File: src/rtl/if_stage_pkg.sv
// rtl/if_stage_pkg.sv - shared ISA constants and helpers for the fetch stage
package if_stage_pkg;
    localparam int WIDTH  = 32;
    localparam int AW     = WIDTH - 2;
    localparam int OPC_HI = 31;
    localparam int OPC_LO = 26;

    localparam logic [WIDTH-1:0]         NOP  = 32'h0000_0000;
    localparam logic [OPC_HI-OPC_LO:0]   HALT = 6'h3F;

    function automatic logic is_halt(input logic [WIDTH-1:0] instr);
        return instr[OPC_HI:OPC_LO] == HALT;
    endfunction
endpackage

File: src/rtl/if_hold_buf.sv
// rtl/if_hold_buf.sv - one-entry instruction/PC buffer used while decode stalls
module if_hold_buf
    import if_stage_pkg::*;
(
    input  logic             clk,
    input  logic             rst_n,
    input  logic             load_i,
    input  logic             clr_i,
    input  logic [WIDTH-1:0] ir_i,
    input  logic [AW-1:0]    pc_i,
    output logic             valid_o,
    output logic [WIDTH-1:0] ir_o,
    output logic [AW-1:0]    pc_o
);
    logic             valid_q;
    logic [WIDTH-1:0] ir_q;
    logic [AW-1:0]    pc_q;

    always_ff @(posedge clk or negedge rst_n) begin
        if (!rst_n) begin
            valid_q <= 1'b0;
            ir_q    <= NOP;
            pc_q    <= '0;
        end else if (clr_i) begin
            valid_q <= 1'b0;
        end else if (load_i) begin
            valid_q <= 1'b1;
            ir_q    <= ir_i;
            pc_q    <= pc_i;
        end
    end

    assign valid_o = valid_q;
    assign ir_o    = ir_q;
    assign pc_o    = pc_q;
endmodule

File: src/rtl/if_stage.sv
// rtl/if_stage.sv - instruction fetch stage: owns fetch PC, drives imem req/ack,
// presents registered IR/PC to decode with stall, flush and halt handling.
module if_stage
    import if_stage_pkg::*;
#(
    parameter logic [AW-1:0] RESET_PC = '0
) (
    input  logic             clk,
    input  logic             rst_n,
    input  logic             IsStall,
    input  logic             IsFlush,
    input  logic [AW-1:0]    BrTarget,
    output logic             imem_req,
    output logic [AW-1:0]    imem_addr,
    input  logic             imem_ack,
    input  logic [WIDTH-1:0] imem_rdata,
    output logic [WIDTH-1:0] IR,
    output logic [AW-1:0]    PC,
    output logic             Halted
);
    typedef enum logic [1:0] {
        S_FETCH  = 2'd0,
        S_HOLD   = 2'd1,
        S_DROP   = 2'd2,
        S_HALTED = 2'd3
    } state_e;

    state_e           state_q, state_d;
    logic [AW-1:0]    fetch_pc_q, fetch_pc_d;
    logic [AW-1:0]    req_addr_q, req_addr_d;
    logic [WIDTH-1:0] ir_q, ir_d;
    logic [AW-1:0]    pc_q, pc_d;
    logic             run_q;

    logic             hb_load, hb_clr, hb_valid;
    logic [WIDTH-1:0] hb_ir;
    logic [AW-1:0]    hb_pc;
    logic             ack;

    if_hold_buf u_hold_buf (
        .clk     (clk),
        .rst_n   (rst_n),
        .load_i  (hb_load),
        .clr_i   (hb_clr),
        .ir_i    (imem_rdata),
        .pc_i    (fetch_pc_q),
        .valid_o (hb_valid),
        .ir_o    (hb_ir),
        .pc_o    (hb_pc)
    );

    // run_q keeps the request low while in reset and for the reset cycle itself
    assign imem_req  = run_q && (state_q == S_FETCH || state_q == S_DROP);
    assign imem_addr = (state_q == S_DROP) ? req_addr_q : fetch_pc_q;
    assign ack       = imem_req && imem_ack;
    assign IR        = ir_q;
    assign PC        = pc_q;
    assign Halted    = (state_q == S_HALTED);

    always_comb begin
        state_d    = state_q;
        fetch_pc_d = fetch_pc_q;
        req_addr_d = req_addr_q;
        ir_d       = ir_q;
        pc_d       = pc_q;
        hb_load    = 1'b0;
        hb_clr     = 1'b0;

        if (IsFlush) begin
            ir_d       = NOP;
            fetch_pc_d = BrTarget;
            hb_clr     = 1'b1;
        end

        case (state_q)
            S_FETCH: begin
                if (IsFlush) begin
                    // an unacked request must have its stale ack absorbed in DROP
                    if (imem_req && !imem_ack) begin
                        state_d    = S_DROP;
                        req_addr_d = fetch_pc_q;
                    end
                end else if (ack) begin
                    fetch_pc_d = fetch_pc_q + 1'b1;
                    if (IsStall) begin
                        hb_load = 1'b1;
                        state_d = S_HOLD;
                    end else begin
                        ir_d = imem_rdata;
                        pc_d = fetch_pc_q;
                        if (is_halt(imem_rdata)) state_d = S_HALTED;
                    end
                end else if (!IsStall) begin
                    ir_d = NOP;
                end
            end
            S_HOLD: begin
                if (IsFlush) begin
                    state_d = S_FETCH;
                end else if (!IsStall && hb_valid) begin
                    ir_d    = hb_ir;
                    pc_d    = hb_pc;
                    hb_clr  = 1'b1;
                    state_d = is_halt(hb_ir) ? S_HALTED : S_FETCH;
                end
            end
            S_DROP: begin
                if (ack) state_d = S_FETCH;
            end
            S_HALTED: begin
                if (IsFlush) state_d = S_FETCH;
            end
            default: state_d = S_FETCH;
        endcase
    end

    always_ff @(posedge clk or negedge rst_n) begin
        if (!rst_n) begin
            state_q    <= S_FETCH;
            fetch_pc_q <= RESET_PC;
            req_addr_q <= '0;
            ir_q       <= NOP;
            pc_q       <= '0;
            run_q      <= 1'b0;
        end else begin
            state_q    <= state_d;
            fetch_pc_q <= fetch_pc_d;
            req_addr_q <= req_addr_d;
            ir_q       <= ir_d;
            pc_q       <= pc_d;
            run_q      <= 1'b1;
        end
    end
endmodule

File: config.mk
export PLATFORM = sky130hd
export DESIGN_NAME = if_stage
export DESIGN_NICKNAME = d
export VERILOG_FILES = /design/src/rtl/if_stage_pkg.sv /design/src/rtl/if_hold_buf.sv /design/src/rtl/if_stage.sv
export SDC_FILE = /design/constraint.sdc
export NUM_CORES = 1
export LEC_CHECK = 0
export ABC_AREA = 0
export CAP_MARGIN = 20
export CORE_MARGIN = 8
export CORE_UTILIZATION = 40
export DETAILED_ROUTE_END_ITERATION = 10
export PLACE_DENSITY_LB_ADDON = 0.15
export SLEW_MARGIN = 0
export SYNTH_ARGS = -nofsm -noshare
export SYNTH_HDL_FRONTEND = slang
export SYNTH_SLANG_ARGS = --single-unit
File: constraint.sdc
create_clock -name clk -period 2.5 [get_ports clk]
set_input_delay 0.5 -clock clk [delete_from_list [all_inputs] [get_ports clk]]
set_output_delay 0.5 -clock clk [all_outputs]
set_load 0.005 [all_outputs]
Yosys cells after proc, flatten, opt, wreduce, memory -nomap -nowiden
Index checks and enable logic that the tools add are counted.
{ "totals": {"word_cells": 81, "latch_bits": 0, "in_bits": 67, "out_inout_bits": 94, "mem_count": 0, "mem_bits_ro": 0, "ff_bits": 188, "ramBits": 0} }
{ "op_classes": {"n_div": 0, "n_mux": 40, "add_sub_neg": 1, "shift": 0, "n_eq_ne": 16, "magnitude_cmp": 0, "reduce_logical": 14, "mul": 0, "bitwise_logic": 1} }
{ "ops": {"columns": ["cell", "n"], "rows": [
  ["30-bit two-way mux", 10],
  ["32-bit two-way mux", 7],
  ["32-bit case mux with 2 select lines", 1],
  ["30-bit case mux with 2 select lines", 1],
  ["30-bit by 1-bit adder with 30-bit output, second input constant", 1],
  ["2-bit two-way mux", 10],
  ["2-bit inequality test, second input constant", 7],
  ["6-bit equality test, second input constant", 2],
  ["6-bit AND reduction", 2],
  ["1-bit two-way mux", 10],
  ["2-bit case mux with 4 select lines", 1],
  ["3-bit inequality test, second input constant", 2],
  ["2-bit equality test, second input constant", 2],
  ["1-bit logical AND", 4],
  ["4-bit by 3-bit inequality test with 1-bit output, second input constant", 1],
  ["2-bit nonzero test", 2],
  ["3-bit by 2-bit inequality test with 1-bit output, second input constant", 1],
  ["3-bit AND reduction", 1],
  ["2-bit by 1-bit equality test with 1-bit output, second input constant", 1],
  ["1-bit logical NOT", 2],
  ["2-bit logical NOT", 1],
  ["2-bit AND reduction", 1],
  ["1-bit logical OR", 1],
  ["1-bit inverter", 1]
]} }

Longest topological paths before layout
{ "depth": {"word_depth": 9, "depth_mapped": 9, "ltp_nobuf": 6} }

By module
Synthesis repeated with hierarchy kept, for this count alone.
{ "unflattened": {"hier_cells": 737, "hier_area_um2": 8856.0} }
{ "modules_own_cells": {"columns": ["mod", "cells_each", "area_each_um2", "n_inst"], "rows": [
  ["if_stage", 602, 6194.7, 1],
  ["if_hold_buf", 135, 2661.3, 1]
]} }

Worst setup path before layout
No wires, ideal clock.
{ "synth_timing": {"kind": "reg-to-output", "startpoint": "register state_q[1]", "endpoint": "output imem_addr[0]", "n_path_buf": 2, "path_stages_with_launch": 5, "t_arrival_ps": 1552, "t_required_ps": 2000, "slack_ps": 448, "path_cell_list": "dfrtp_1 -> clkbuf_1 -> nor2b_1 -> buf_1 -> mux2_2"} }
{ "synth_via": {"elab_chain_len": 2} }
{ "synth_lines": {"columns": ["item", "line", "text"], "rows": [
  ["start: declaration", "if_stage.sv:28", "state_e state_q, state_d;"],
  ["start signal: assignment", "if_stage.sv:126", "state_q <= state_d;"],
  ["2-bit equality test", "if_stage.sv:54", "assign imem_addr = (state_q == S_DROP) ? req_addr_q : fetch_pc_q;"],
  ["30-bit two-way mux", "if_stage.sv:54", null],
  ["end: declaration", "if_stage.sv:14", "output logic [AW-1:0] imem_addr,"]
]} }
Every way passes these cells.

Worst setup path after layout
{ "layout_timing": {"startpoint": "register state_q[0]", "endpoint": "output imem_addr[29]"} }
The elaborated chain is that of the path after synthesis.

==> flow_summary_export.csv <==
group,metric,value,unit
run_status,run_status,"finished clean",
power_and_ir_drop,finalPower,11.2,mW
route,first_pass_iters,6,
route,vias_per_cell,5.35,
grt,met3_usage,5.67,%
sta,setup_slack,88.0,ps
logic_synthesis,synth-seq-cells,188,
logic_synthesis,ys_dominant_reg_cell,"sky130_fd_sc_hd__dfrtp_1",
route,routed_wirelength,22200,um
route,routedWlPerCell,18.9,um
grt,grt_first_pass_wirelength,36300,um
clock_network,clock_tree_from_tritoncts,"built",
route,final_antenna_net_count,0,
clock_network,clock-sinks,188,
clock_network,clock-root-buffer,"sky130_fd_sc_hd__clkbuf_16",
route,drc_errors,0,
logic_synthesis,syn_area_per_cell,11.9,sq um
sta,setup_viol,0,
critical_path,worstPathArrival,1910,ps
critical_path,crit-reg2reg-capture,"fetch_pc_q[22]$_DFF_PN0_",
logic_synthesis,post_synthesis_net_count,783,
placement,globalplace.congestion,0.792,
grt,globalRouteTotalUtil,17.4,%
min_path,whs_path_depth,2,
clock_network,tritoncts.num_buffers,17,
grt,pin_count_of_the_biggest_net_entering_global_routing,69,
cells_and_area,areaGrowthSynthToFinish,33.1,%
min_path,hold_path.startpoint,"IsFlush",
critical_path,timing_worst_setup_path_type,"flip-flop to output port",
cells_and_area,final_net_count,955,
die,design.die.area,26200,sq um
sta,fin_crit,2410,ps
placement,place_hpwl,15600,um
grt,grt-ovfl-total,0,
power_and_ir_drop,power.density_cell_area,987,nW/um^2
route,via_count,6289,
cells_and_area,n_fill_cell,1842,
critical_path,critical_path.startpoint_type,"flip-flop",
critical_path,rr_worst_depth,8,
placement,buffer_ports.inserted,160,
logic_synthesis,synthCells,715,
critical_path,timing.critical_path.required,2000,ps
grt,antenna_violations_before_repair,1,
die,die_w,162,um
min_path,hp-class,"input pin to flip-flop",
sta,skew,15.0,ps
logic_synthesis,ys.warnings.count,0,
sta,max_freq,415,MHz
grt,globalRouteMet2Util,29.1,%
grt,gr-max-usage-layer,"met2",
placement,preCtsSetupSlack,-32.6,ps
sta,hold_violations,0,
min_path,hold_end,"state_q[0]$_DFFE_PN0P_",
logic_synthesis,synthSimpleGateAreaFrac,8.73,%
sta,final_min_period_over_clock_period,96.5,%
logic_synthesis,synth_edf_count,0,
clock_network,clk_pin_slew,70,ps
power_and_ir_drop,ir_drop,552,uV
job,maxCapViolations,0,
die,initial_cell_density_of_the_core,40.5,%
sta,slew_viol_final,0,
die,fp-row-count,53,
critical_path,cp_max_fo,10,
clock_network,cts.path.max_buffers,2,
logic_synthesis,dominant_combinational_cell_family_by_area_after_synthesis,"multiplexers",
logic_synthesis,synth_async_sr_flop_share,100,%
clock_network,worstSkewPairLatency,430,ps
critical_path,worst_setup_path_end_kind,"output port",
cells_and_area,layout-drive-gt1-share,24.8,%
die,design.portCount,161,
logic_synthesis,synth-adder-area-share,0.147,%
grt,met1_usage,20.8,%
power_and_ir_drop,power_leakage,5.02,nW
logic_synthesis,netlist_area,8500,sq um
critical_path,worstReg2RegStart,"state_q[0]$_DFFE_PN0P_",
logic_synthesis,synth_compound_area_share,9.47,%
route,drt-initial-drc-count,430,
logic_synthesis,synth_mux_area_share,20.2,%
critical_path,worst-r2r-setup-slack,410,ps
sta,timing.setup.tns,0,ps
sta,setup_repair_after_global_routing_missed_its_margin,"no",
clock_network,total_number_of_h_tree_levels,4,
logic_synthesis,synth_seq_area_share,55.4,%
cells_and_area,n_antenna_cell,0,
die,die_y,162,um
grt,first_global_vias,6782,
die,fp.coreArea,21000,sq um
logic_synthesis,synth-xor-area-share,1.44,%
logic_synthesis,post_synth_num_cell_types,48,
[stage by stage]
stage	utilization (%)	hold slack (ps)	cell area, sq um	instances
6_report	54.0	459	11300	1175
5_1_grt	54.0	440	11300	1175
4_1_cts	53.9	429	11300	1174
3_5_place_dp	50.8	428	10600	1134
3_3_place_gp	50.8	421	10600	1134
2_1_floorplan	-	204	8500	715
[worst max path at each step]
stage / to / slack (ps) / cells past startpoint / from
after floorplan: imem_addr[0] / 450 / 4 / state_q[1]$_DFFE_PN0P_
after global placement: fetch_pc_q[28]$_DFF_PN0_ / 20 / 6 / imem_ack
after detailed placement: fetch_pc_q[22]$_DFF_PN0_ / -30 / 8 / imem_ack
after CTS: imem_addr[15] / -90 / 5 / state_q[0]$_DFFE_PN0P_
after global routing: imem_addr[29] / 30 / 5 / state_q[0]$_DFFE_PN0P_
final: imem_addr[29] / 90 / 5 / state_q[0]$_DFFE_PN0P_
[synthesized netlist by cell type (2+ instances only)]
cell type	count	share of area (%)
sky130_fd_sc_hd__a222oi_1	32	3.8
sky130_fd_sc_hd__xor2_1	11	1.1
sky130_fd_sc_hd__a311oi_1	6	0.62
sky130_fd_sc_hd__o31ai_1	2	0.18
sky130_fd_sc_hd__xnor2_1	3	0.31
sky130_fd_sc_hd__inv_1	38	1.7
sky130_fd_sc_hd__a221oi_1	4	0.41
sky130_fd_sc_hd__mux2_2	124	16
sky130_fd_sc_hd__and4_1	5	0.52
sky130_fd_sc_hd__nor3_1	12	0.71
sky130_fd_sc_hd__mux2i_1	32	3.8
sky130_fd_sc_hd__nor2_1	48	2.1
sky130_fd_sc_hd__buf_2	12	0.71
sky130_fd_sc_hd__clkbuf_1	38	1.7
sky130_fd_sc_hd__nand2b_1	2	0.15
sky130_fd_sc_hd__buf_4	2	0.18
sky130_fd_sc_hd__or3_1	2	0.15
sky130_fd_sc_hd__nand3_1	10	0.59
sky130_fd_sc_hd__nand4_1	11	0.81
sky130_fd_sc_hd__dfrtp_1	188	55
sky130_fd_sc_hd__a21oi_1	36	2.1
sky130_fd_sc_hd__a211oi_1	5	0.44
sky130_fd_sc_hd__buf_1	8	0.35
sky130_fd_sc_hd__and2_1	2	0.15
sky130_fd_sc_hd__nand2_1	30	1.3
sky130_fd_sc_hd__o21ai_0	19	1.1
sky130_fd_sc_hd__o22ai_1	2	0.15
sky130_fd_sc_hd__nor4_1	5	0.37
sky130_fd_sc_hd__and3_1	5	0.37
sky130_fd_sc_hd__nor2b_1	3	0.22
[where the power goes]
group / switching (mW) / internal, mW
Clock: 1.29 / 1.37
Sequential: 0.623 / 4.12
Combinational: 1.47 / 2.30
[metal layers]
metal | vias to the layer above | routed length, um
met4 | 2 | 387
met2 | 175 | 10900
li1 | 2940 | -
met5 | - | 12
met1 | 3144 | 9410
met3 | 28 | 1530
[layout by cell type (no fill, tap or decap), types with 23 or more instances in the layout]
master,count
sky130_fd_sc_hd__dfrtp_1,187
sky130_fd_sc_hd__inv_1,38
sky130_fd_sc_hd__clkdlybuf4s50_1,128
sky130_fd_sc_hd__buf_4,43
sky130_fd_sc_hd__nor2_1,47
sky130_fd_sc_hd__mux2_2,124
sky130_fd_sc_hd__dlygate4sd2_1,23
sky130_fd_sc_hd__a222oi_1,32
sky130_fd_sc_hd__nand2_1,30
sky130_fd_sc_hd__a21oi_1,35
sky130_fd_sc_hd__mux2i_1,32
[what timing repair did]
item                                    CTS  global route
endpoints found under the hold margin    27             0
hold buffers                              1             0
endpoints found under the setup margin   30             7
setup buffers                             5             1
gates resized for setup                  30             7
gates cloned                              2             0
[layout make-up]
class | count | area, sq um | area share [%]
Inverter | 38 | 143 | 1.26
Tap cell | 275 | 344 | 3.04
Clock buffer | 18 | 439 | 3.88
Clock inverter | 14 | 146 | 1.29
Multi-Input combinational cell | 429 | 3440 | 30.5
Sequential cell | 188 | 4710 | 41.6
Timing Repair Buffer | 213 | 2080 | 18.4
[kinds of logic after synthesis]
family / after synthesis
AO/OA/AOI/OAI: 113
XOR/XNOR: 14
adder cells (fa/ha/maj): 1
buffers and inverters: 98
flip-flops: 188
multiplexers: 156
other: 1
AND/OR/NAND/NOR: 144
[critical path, cell delays in order (launching register included)]
cell                            delay [ps]
sky130_fd_sc_hd__dfrtp_2               430
sky130_fd_sc_hd__nor2b_4               150
sky130_fd_sc_hd__buf_4                 140
sky130_fd_sc_hd__buf_12                130
sky130_fd_sc_hd__mux2_2                370
sky130_fd_sc_hd__dlygate4sd2_1         270
[state kept, by name (all words and copies together), names as in the netlist, 2 cells and up]
signal           cells
IR                  32
PC                  30
fetch_pc_q          30
req_addr_q          30
state_q              2
u_hold_buf.ir_o     32
u_hold_buf.pc_o     30
Power figures use the tool's default switching activity.
